`src/rtl/slave_in_port.sv`:
```
// slave_in_port: bus-side receive port of a slave (responder end of the serial
// master->slave request protocol).
//
// A request is accepted on the master_valid/slave_ready handshake. The address
// and, for writes, the data are then shifted in one bit per cycle, LSB first,
// on parallel lines. A single-cycle write or read strobe is then issued to the
// slave's local memory. Read data return is handled elsewhere. Only
// mem_rvalid is observed here, to know when the read is finished.
//
// Optional feature (compile-time macro SLAVE_ADDR_RANGE_CHECK_EN):
//   When defined, an assembled address >= MEM_DEPTH suppresses the memory
//   strobe and pulses rx_error together with rx_done instead.
//   When undefined, rx_error stays 0 and every address is forwarded.
//
// Parameters (ADDR_LEN and DATA_LEN must both be at least 2):
//   ADDR_LEN   address width, serial address bits per request
//   DATA_LEN   data width, serial data bits per write
//   MEM_DEPTH  number of valid memory locations (range check only)
//
// Ports:
//   clk           system clock, rising edge
//   reset         synchronous, active-high reset
//   master_valid  master holds a request for the whole transfer
//   write_en      request is a write (sampled at handshake)
//   read_en       request is a read (sampled at handshake)
//   rx_address    serial address bit
//   rx_data       serial data bit (writes only)
//   slave_ready   slave can accept a new request
//   mem_addr      assembled address to local memory
//   mem_wdata     assembled write data
//   mem_wen       one-cycle write strobe
//   mem_ren       one-cycle read strobe
//   mem_rvalid    memory read completed
//   rx_done       one-cycle pulse when the request is finished
//   rx_error      one-cycle address-range error pulse

module slave_in_port #(
    parameter int unsigned ADDR_LEN  = 12,
    parameter int unsigned DATA_LEN  = 8,
    parameter int unsigned MEM_DEPTH = 4096
) (
    input  logic                clk,
    input  logic                reset,
    input  logic                master_valid,
    input  logic                write_en,
    input  logic                read_en,
    input  logic                rx_address,
    input  logic                rx_data,
    output logic                slave_ready,
    output logic [ADDR_LEN-1:0] mem_addr,
    output logic [DATA_LEN-1:0] mem_wdata,
    output logic                mem_wen,
    output logic                mem_ren,
    input  logic                mem_rvalid,
    output logic                rx_done,
    output logic                rx_error
);

    // Writes last as long as the longer of the two serial words.
    localparam int unsigned WR_LEN = (DATA_LEN > ADDR_LEN) ? DATA_LEN : ADDR_LEN;
    localparam int unsigned CNT_W  = $clog2(WR_LEN + 1);

    localparam logic [CNT_W-1:0] ADDR_CNT = CNT_W'(ADDR_LEN);
    localparam logic [CNT_W-1:0] DATA_CNT = CNT_W'(DATA_LEN);
    localparam logic [CNT_W-1:0] RD_LAST  = CNT_W'(ADDR_LEN - 1);
    localparam logic [CNT_W-1:0] WR_LAST  = CNT_W'(WR_LEN - 1);

    typedef enum logic [1:0] {
        StIdle,
        StReceive,
        StMemAccess,
        StWaitRead
    } state_t;

    state_t              state;
    logic                is_write;
    logic [ADDR_LEN-1:0] addr_sr;
    logic [DATA_LEN-1:0] data_sr;
    logic [CNT_W-1:0]    count;

    logic             valid_req;
    logic [CNT_W-1:0] last_cnt;
    logic             addr_oob;

    // A request with both or neither enable set is simply not a request.
    assign valid_req = master_valid & slave_ready & (write_en ^ read_en);
    assign last_cnt  = is_write ? WR_LAST : RD_LAST;

`ifdef SLAVE_ADDR_RANGE_CHECK_EN
    assign addr_oob = 64'(addr_sr) >= 64'(MEM_DEPTH);
`else
    assign addr_oob = 1'b0;
    logic unused_mem_depth;
    assign unused_mem_depth = ^MEM_DEPTH;
`endif

    // Serial words arrive LSB first. Each new bit enters at the MSB and the
    // word shifts right, so after the final bit, bit 0 sits at position 0.
    always_ff @(posedge clk) begin
        if (reset) begin
            state       <= StIdle;
            slave_ready <= 1'b1;
            is_write    <= 1'b0;
            addr_sr     <= '0;
            data_sr     <= '0;
            count       <= '0;
            mem_addr    <= '0;
            mem_wdata   <= '0;
            mem_wen     <= 1'b0;
            mem_ren     <= 1'b0;
            rx_done     <= 1'b0;
            rx_error    <= 1'b0;
        end else begin
            mem_wen  <= 1'b0;
            mem_ren  <= 1'b0;
            rx_done  <= 1'b0;
            rx_error <= 1'b0;

            unique case (state)
                StIdle: begin
                    if (valid_req) begin
                        is_write    <= write_en;
                        addr_sr     <= {rx_address, {(ADDR_LEN-1){1'b0}}};
                        data_sr     <= write_en ? {rx_data, {(DATA_LEN-1){1'b0}}} : '0;
                        count       <= CNT_W'(1);
                        slave_ready <= 1'b0;
                        state       <= StReceive;
                    end else begin
                        // Also raises ready one cycle after a finished write.
                        slave_ready <= 1'b1;
                    end
                end

                StReceive: begin
                    if (!master_valid) begin
                        // Master gave up: drop the partial words, no strobe.
                        count       <= '0;
                        slave_ready <= 1'b1;
                        state       <= StIdle;
                    end else begin
                        if (count < ADDR_CNT) begin
                            addr_sr <= {rx_address, addr_sr[ADDR_LEN-1:1]};
                        end
                        if (is_write && (count < DATA_CNT)) begin
                            data_sr <= {rx_data, data_sr[DATA_LEN-1:1]};
                        end
                        count <= count + CNT_W'(1);
                        if (count == last_cnt) begin
                            state <= StMemAccess;
                        end
                    end
                end

                StMemAccess: begin
                    mem_addr  <= addr_sr;
                    mem_wdata <= data_sr;
                    count     <= '0;
                    if (addr_oob) begin
                        rx_error <= 1'b1;
                        rx_done  <= 1'b1;
                        state    <= StIdle;
                    end else if (is_write) begin
                        mem_wen <= 1'b1;
                        rx_done <= 1'b1;
                        state   <= StIdle;
                    end else begin
                        mem_ren <= 1'b1;
                        state   <= StWaitRead;
                    end
                end

                StWaitRead: begin
                    // mem_rvalid is first looked at on the edge after the strobe.
                    if (mem_rvalid) begin
                        rx_done     <= 1'b1;
                        slave_ready <= 1'b1;
                        state       <= StIdle;
                    end
                end

                default: begin
                    state <= StIdle;
                end
            endcase
        end
    end

endmodule

```
`config.mk`:
```
export PLATFORM = sky130hd
export DESIGN_NAME = slave_in_port
export DESIGN_NICKNAME = d
export VERILOG_FILES = /design/src/rtl/slave_in_port.sv
export SDC_FILE = /design/constraint.sdc
export NUM_CORES = 1
export LEC_CHECK = 0
export CAP_MARGIN = 20
export CORE_UTILIZATION = 30
export CTS_CLUSTER_DIAMETER = 200
export DETAILED_ROUTE_END_ITERATION = 8
export PLACE_DENSITY = 0.57
export SLEW_MARGIN = 15
export SYNTH_ARGS = -nofsm -noshare
export SYNTH_HDL_FRONTEND = slang
export SYNTH_SLANG_ARGS = --single-unit
```
`constraint.sdc`:
```
create_clock -name clk -period 2.06 [get_ports clk]
set_clock_uncertainty 0.1 [all_clocks]
set_input_delay 0.206 -clock clk [delete_from_list [all_inputs] [get_ports clk]]
set_output_delay 0.206 -clock clk [all_outputs]
set_load 0.02 [all_outputs]
```
# After elaboration in Yosys (flattened, before gate mapping)
# Index checks and enable logic that the tools add are counted.
dict set report classes {
  n_reduce_logical 12
  eq_ne 11
  n_mul 0
  div_mod_pow 0
  addsub 1
  mux 26
  magnitude_cmp 2
  n_shift 0
  bitwise 4
}
# operator count
set ops {}
lappend ops {{$mux W12} 3}
lappend ops {{$mux W8} 4}
lappend ops {{$pmux W12 S2} 1}
lappend ops {{$pmux W8 S2} 1}
lappend ops {{$ne A2 B2 Y1 const B} 6}
lappend ops {{$pmux W4 S3} 1}
lappend ops {{$mux W2} 5}
lappend ops {{$lt A4 B4 Y1 const B} 2}
lappend ops {{$mux W4} 2}
lappend ops {{$pmux W2 S4} 1}
lappend ops {{$reduce_and A4 Y1} 2}
lappend ops {{$mux W1} 6}
lappend ops {{$reduce_and A3 Y1} 2}
lappend ops {{$reduce_bool A3 Y1} 2}
lappend ops {{$add A4 B1 Y4 const B} 1}
lappend ops {{$eq A2 B2 Y1 const B} 2}
lappend ops {{$eq A4 B4 Y1 const B} 1}
lappend ops {{$reduce_and A2 Y1} 2}
lappend ops {{$ne A3 B3 Y1 const B} 1}
lappend ops {{$pmux W1 S3} 1}
lappend ops {{$and A1 B1 Y1} 2}
lappend ops {{$eq A2 B1 Y1 const B} 1}
lappend ops {{$logic_not A2 Y1} 1}
lappend ops {{$pmux W1 S2} 1}
lappend ops {{other kinds (5)} 5}
dict set report word_totals {
  ff_bits 51
  word_cells 67
  rom_bits 0
  n_memories 0
  mem_bits_rw 0
  out_inout_bits 25
  latch_bits 0
}

# Logic depth before layout (Yosys ltp)
dict set report logic_depth {
  word_depth 5
  ltp_mapped 8
  ltp_nobuf 6
}

# Least setup slack after synthesis
# No wires, ideal clock.
dict set report synth_path {
  path_kind {reg2reg}
  from {register state[1]}
  to {register state[1]}
  arrival_ns 1.572
  setup_time_ns 0.117
  path_stages_with_launch 8
  path_buffers 1
  slack_ns 0.270
  cell_sequence {dfxtp_1 -> inv_1 -> ha_1 -> clkbuf_1 -> and2_1 -> a21oi_1 -> a21bo_2 -> a32o_1}
}
dict set report synth_between {
  elab_chain_len 3
  elab_cells_between_ends 9
}
# item line_no
set synth_rtl {}
lappend synth_rtl {{start: declaration} 75} ;# state_t state;
lappend synth_rtl {{start signal: assignment} 101} ;# state <= StIdle;
lappend synth_rtl {{start signal: assignment} 127} ;# state <= StReceive;
lappend synth_rtl {{start signal: assignment} 139} ;# state <= StIdle;
lappend synth_rtl {{$eq A2 B1 Y1, or another cell as far along} 119} ;# unique case (state)
lappend synth_rtl {{$ne A3 B3 Y1 (no source line) or $ne A2 B2 Y1 (tied branches)} n/a}
lappend synth_rtl {{$reduce_and A3 Y1 (no source line)} n/a}
# Parallel ways exist; a longest one is shown, timed or not.
# A chain may end at the register's enable or synchronous reset.

# Worst setup path in the final report
# Ends and elaborated chain as after synthesis.

==> run summary <==
Outcome: complete, no violations
Static leakage: 0.8774 nW
GRT Util Overall: 13.73%
Grt ovf: 0
CTS tree: done
Worst setup SP type: register
Std cell rows: 30
Syn Area/Cell: 8.996 um^2
Synthesized area: 0.002132 mm^2
Mapped Nets: 251
Root Buffer: clkbuf_8
Seq. cell area: 0.001021 mm^2
First-pass GRT wire length: 8052 um
Placer Congestion: 0.7989
Synth warnings: 0
# fillers: 726
HP Class: reg2reg
Commonest non-fill, non-tap cells in the layout: 51 x dfxtp_1, 31 x clkdlybuf4s50_1, 27 x nor2_1
Critical path's top delay family: compound AO/OA/AOI/OAI gates
Vias: 1751
IO Count: 33
Switch share: 31.02%
Maxcap violations: 0
I/O Buffers: 31
Die X: 86.30 um
Initial antenna violation count: 0
Worst-path fanout max: 5
Slowest CP cell: dfxtp_1
Layout cell share with drive strength beyond 1: 7.955%
Final critical-path required period: 1.890 ns
Clock Latency Late Sink: 0.30 ns
Post-DP HPWL: 3087 um
# hold bufs at CTS: 0
Via density per instance: 4.864
Fin Hold WS: 0.3808 ns
Worst-path clk slew: 0.09 ns
Fmax: 529.0 MHz
P per Cell Area: 768.2 mW/mm^2
Initial DRT Pass Iterations: 4
Arrival @ worst endpoint: 1.99 ns
Die area: 0.007448 mm^2
Largest net degree at the start of global routing: 51
Maximum VDD drop: 0.0002897 V
Synthesis-stage register bit count: 51
Final setup fails: 0
Cell count after synthesis: 237
Max incr delay on CP: 0.42 ns
Worst Path Required: 2.16 ns
Longest Clk Path Bufs: 2
Clock share of power: 28.6%
Vias in the first global route: 1696
RSZ-0062 raised after global routing: no
Sequential share of power: 50.7%
Initial Util: 31.21%
Htree depth: 2
Int Power: 0.001406 W
Ordered list of cells on the worst path: inv_1 -> ha_1 -> and2_1 -> a21oi_1 -> a21bo_2 -> a32o_1
Chip height: 86.30 um
Fin. Hold Viols: 0
Nature of the critical path endpoint: register
Nets: 277
Number of diodes: 0
Seq/Total Area, Yosys: 47.89%
Area grow syn2layout: 24.47%
Comb pwr share: 20.7%
Pins Over Slew Limit: 0
Routed Antenna Nets: 0
Footprint of the multi-input gates: 0.001018 mm^2
Setup CP Type: reg2reg
CTS Buf Count: 5
CTS sink count: 51
Distinct cells, synth: 36
Drt wl/cell: 13.00 um
Buffers & Inverters on Critical Path: 1
Post-route DRC: 0
Total wire length: 4680 um
Initial DRC Count: 91
Postcts setup bufs: 0
Psw: 0.0006325 W
Core Area: 0.006832 mm^2
Commonest non-fill, non-tap cell in the layout: dfxtp_1
Setup TNS: 0 ns
Final Cycle Share: 91.77%
## cell type report
| class | instances | share of cell area (%) |
|---|---|---|
| clock buffer | 5 | 2.593 |
| clock inverter | 3 | 0.7072 |
| inverter | 3 | 0.4243 |
| multi-input combinational | 163 | 38.38 |
| sequential | 51 | 38.47 |
| tap | 96 | 4.526 |
| timing repair buffer | 39 | 14.90 |
## timing repair
item                                    in CTS  in global routing
resized for setup                            0                  1
hold endpoints to repair                     0                  0
endpoints found under the setup margin       0                  9
## power by group through the flow
stage               combinational (W)  sequential [W]  clock, W
floorplan                    0.000279         0.00105         0
global placement             0.000413         0.00106         0
detailed placement           0.000414         0.00106         0
CTS                          0.000416         0.00103  0.000602
global route                 0.000466         0.00104  0.000649
finish                       0.000423         0.00103  0.000583
## layer usage
metal,vias to the layer above,global-route usage (%),routed length (um)
met5,-,0,0
met4,0,5.000,70
met3,6,3.143,149
met2,36,21.93,2042
met1,823,18.14,2416
li1,886,-,-
## cell families after synthesis
group                      after synthesis  share of synthesized area [%]
AOI/OAI and AO/OA                       59                          15.43
muxes                                   21                          9.859
xor gates and xnor gates                 2                          1.174
DFF                                     51                          47.89
buffers and inverters                   23                          4.461
adders and majority gates                6                          3.521
other                                    1                         0.1759
and+or+nand+nor                         74                          17.49
## cell usage after synthesis
cell type	count	area share [%]
buf_4	1	0.35
nor2b_1	3	0.88
o21ai_0	23	5.4
ha_1	6	3.5
conb_1	1	0.18
nand3b_1	1	0.35
nor2_1	27	4.8
a21oi_2	1	0.41
nand2_1	8	1.4
o2111ai_1	1	0.41
o22a_1	1	0.41
and3_1	1	0.29
o22ai_1	2	0.59
nand4_1	19	5.6
a21bo_2	1	0.47
clkbuf_1	13	2.3
nand2b_1	2	0.59
a32o_1	1	0.47
buf_2	4	0.94
and3b_1	1	0.41
a211oi_1	1	0.35
nor3_1	1	0.23
a221oi_1	1	0.41
a21oi_1	26	6.1
inv_1	3	0.53
nand3_1	6	1.4
xor2_2	1	0.76
or4_1	1	0.35
mux2i_1	21	9.9
nor4_1	1	0.29
buf_1	2	0.35
nor3b_1	1	0.35
and2_1	2	0.59
dfxtp_1	51	48
a21o_2	1	0.41
xnor2_1	1	0.41
## sequential cells by signal (all words and copies together), names as in the netlist
signal	flops
mem_wen	1
mem_ren	1
slave_ready	1
count	4
rx_done	1
mem_wdata	8
addr_sr	12
is_write	1
state	2
mem_addr	12
data_sr	8
## worst min-delay path, delay by kind of cell (launching register included)
kind / cells / cell delay (ns)
compound gates: 1 / 0.05
simple gates: 1 / 0.06
flops: 1 / 0.33
## path summary, 6_finish.rpt
path                            startpoint       end  slack (ns)  cells past startpoint
worst max-delay path              state[1]  state[1]        0.17                      6
worst min-delay path              count[1]  count[1]        0.38                      2
worst max register to register    state[1]  state[1]        0.17                      6
worst min register to register    count[1]  count[1]        0.38                      2
## through the flow
step	std cells	cell area [um^2]	setup WS, ns	power (W)	utilization, %
floorplan	237	2132	0.2704	0.001331	-
global placement	352	2564	0.1283	0.001468	37.53
detailed placement	352	2564	0.09366	0.001469	37.53
CTS	360	2651	0.1638	0.002050	38.81
global route	360	2654	0.03200	0.002150	38.85
finish	360	2654	0.1696	0.002039	38.85
Note: power is estimated with default switching activity, not from simulation.
==> RTL edit: new RTL, same flow settings <==
Re-encode `state_t` (4 states) as Gray code, 2 bits wide.
--- a/src/rtl/slave_in_port.sv
+++ b/src/rtl/slave_in_port.sv
@@ -68,6 +68,6 @@
     typedef enum logic [1:0] {
-        StIdle,
-        StReceive,
-        StMemAccess,
-        StWaitRead
+        StIdle      = 2'b00,
+        StReceive   = 2'b01,
+        StMemAccess = 2'b11,
+        StWaitRead  = 2'b10
     } state_t;
Function: no difference found for any inputs over 10 cycles, from zero or initial values and one cycle with reset high; not proved beyond that.
==> RTL edit against the unedited design <==
  * Area after synthesis shrank 1.5%
  * Design area grew 0.85%
  * Sequential power is essentially flat
  * Combinational power shrank 6.4%
  * Synthesized cell count shrank 2.5%
  * Sequential cell count is the same
  * Die area shrank 1.5%
  * Worst setup slack lost 0.038 ns
  * Routed wire length shrank 3.5%
  * Critical path depth is the same
  * Clock power grew 22%
  * Sequential share of layout area shrank 0.28 points
  * Power grew 4.7%
  * Critical endpoint is now count[3]
  * Largest cell class unchanged
==> RTL edit: results <==
group,metric,value,unit
run_status,status,"complete, no violations",
placed_design,gp_congestion,0.8411,
power,p_leak,0.9052,nW
route,drt_iter0_markers,126,
global_route,grt.total_usage,12.98,%
sta,max_freq,0.5186,GHz
global_route,grt_max_degree,27,
synthesis,netlist_top_cells_area,"dfxtp_1 (49%), mux2i_1 (11%), a21oi_1 (5.5%), o21ai_0 (5.5%), nand4_1 (5.4%)",
synthesis,yosysTopAreaCellShare,48.63,%
synthesis,synth_mux_area_share,10.97,%
sta,worst_slew_pin_slew,0.5057,ns
synthesis,synth_compound_area_share,16.15,%
synthesis,ys.flop_type,"dfxtp_1",
global_route,grt_pass1_vias,1630,
synthesis,synthXorXnorAreaFrac,0.4172,%
route,firstDrtPassIters,4,
worst_setup_path,slowest_stage,"or4_1",
placed_design,place_ws,0.09569,ns
synthesis,yosys_warnings,0,
cts,clockRootBuffer,"clkbuf_8",
worst_setup_path,critical_path_arrival,2.06,ns
worst_setup_path,path_max_fanout,4,
synthesis,yosysSeqAreaShare,48.63,%
global_route,antenna_found_initial,0,
cts,clk_latency,0.30,ns
placed_design,portBuffers,31,
sta,timing.setup.tns,0,ns
run,drv_cap,0,
cells_and_area,num_antenna_cells,0,
placed_design,dp_hpwl,3046,um
worst_setup_path,cp_slowest_stage_delay,0.52,ns
cells_and_area,reg.largest.list,"addr_sr: 12 flops, mem_addr: 12 flops",
cts,cts_buffer_depth,2,
synthesis,yosys-top-cells-count,"dfxtp_1 (51), nor2_1 (24), a21oi_1 (23), mux2i_1 (23), o21ai_0 (23)",
hold_path,hold_class,"in2reg",
cts,htreeDepth,2,
cts,clk_pin_slew,0.09,ns
synthesis,postSynth.asyncResetShare,0,%
synthesis,synth_adder_area_share,3.576,%
power,vdd_drop_max,0.5096,mV
route,vias_per_cell,4.861,
global_route,grt_pass1_wl,7700,um
route,wl_per_cell,12.51,um
worst_setup_path,crit_family,"simple AND/OR/NAND/NOR gates",
cts,cts_made_buffers,5,
cells_and_area,final_nets,278,
cells_and_area,drive_gt1_share,9.434,%
synthesis,ys_types,32,
synthesis,syn_nets,245,
global_route,gr-total-overflow,0,
## RTL edit: cell types whose count changed after synthesis, moves of 3 or more
| cell | delta |
|---|---|
| buf_2 | -4 |
| a211oi_1 | +3 |
| a21oi_1 | -3 |
| inv_1 | +3 |
| nor2_1 | -3 |
## RTL edit: cell families after synthesis
family | Yosys count
adder cells (fa/ha/maj) | 6
XOR/XNOR | 1
AND/OR/NAND/NOR | 64
buffers and inverters | 25
AO/OA/AOI/OAI | 60
other | 1
multiplexers | 23
flip-flops | 51
## RTL edit: worst min-delay path, delay by kind of cell
family          cells  cell delay [ns]
simple gates        1             0.07
compound gates      1             0.05
buf+inv             1             0.40
## RTL edit: cell type report
type | instances | area [um^2]
repair buffers | 45 | 415.4
flip-flops and latches | 51 | 1022
well taps | 96 | 120.1
inverters | 6 | 22.52
clock buffers | 5 | 68.82
clock inverters | 3 | 46.29
multi-input cells | 155 | 980.9
fillers | 692 | 4118
## RTL edit: power breakdown
| group | internal (W) | switching, W |
|---|---|---|
| Clock | 0.000366 | 0.000344 |
| Combinational | 0.000153 | 0.000244 |
| Sequential | 0.00101 | 0.0000195 |
## RTL edit: per-stage QoR
stage / hold slack [ns] / instances / utilization (%) / area, um^2
after global placement: 0.3650 / 353 / 37.68 / 2560
after CTS: 0.3618 / 361 / 39.37 / 2675
after floorplan: 0.2305 / 231 / - / 2100
after global routing: 0.3837 / 361 / 39.39 / 2676
final: 0.3680 / 361 / 39.39 / 2676
after detailed placement: 0.3730 / 353 / 37.68 / 2560
## RTL edit: layer usage
layer / routed length, um / share of wire [%] / GRT usage, % / up-vias
met5: 0 / 0 / 0 / -
met4: 51 / 1.1 / 4.545 / 0
met3: 154 / 3.4 / 2.984 / 6
met2: 1998 / 44 / 19.05 / 35
met1: 2313 / 51 / 18.63 / 820
li1: - / - / - / 894
## RTL edit: worst paths after layout
path,depth (start not counted),from,slack (ns),endpoint
setup / recovery,6,state[0],0.13,count[3]
hold / removal,3,rx_address,0.37,addr_sr[11]
setup reg to reg,6,state[0],0.13,count[3]
hold reg to reg,2,count[1],0.38,count[1]
## RTL edit: what timing repair did
item | in CTS | in global routing
resized for setup | 0 | 1
setup buffers | 0 | 0
setup endpoints to repair | 0 | 1
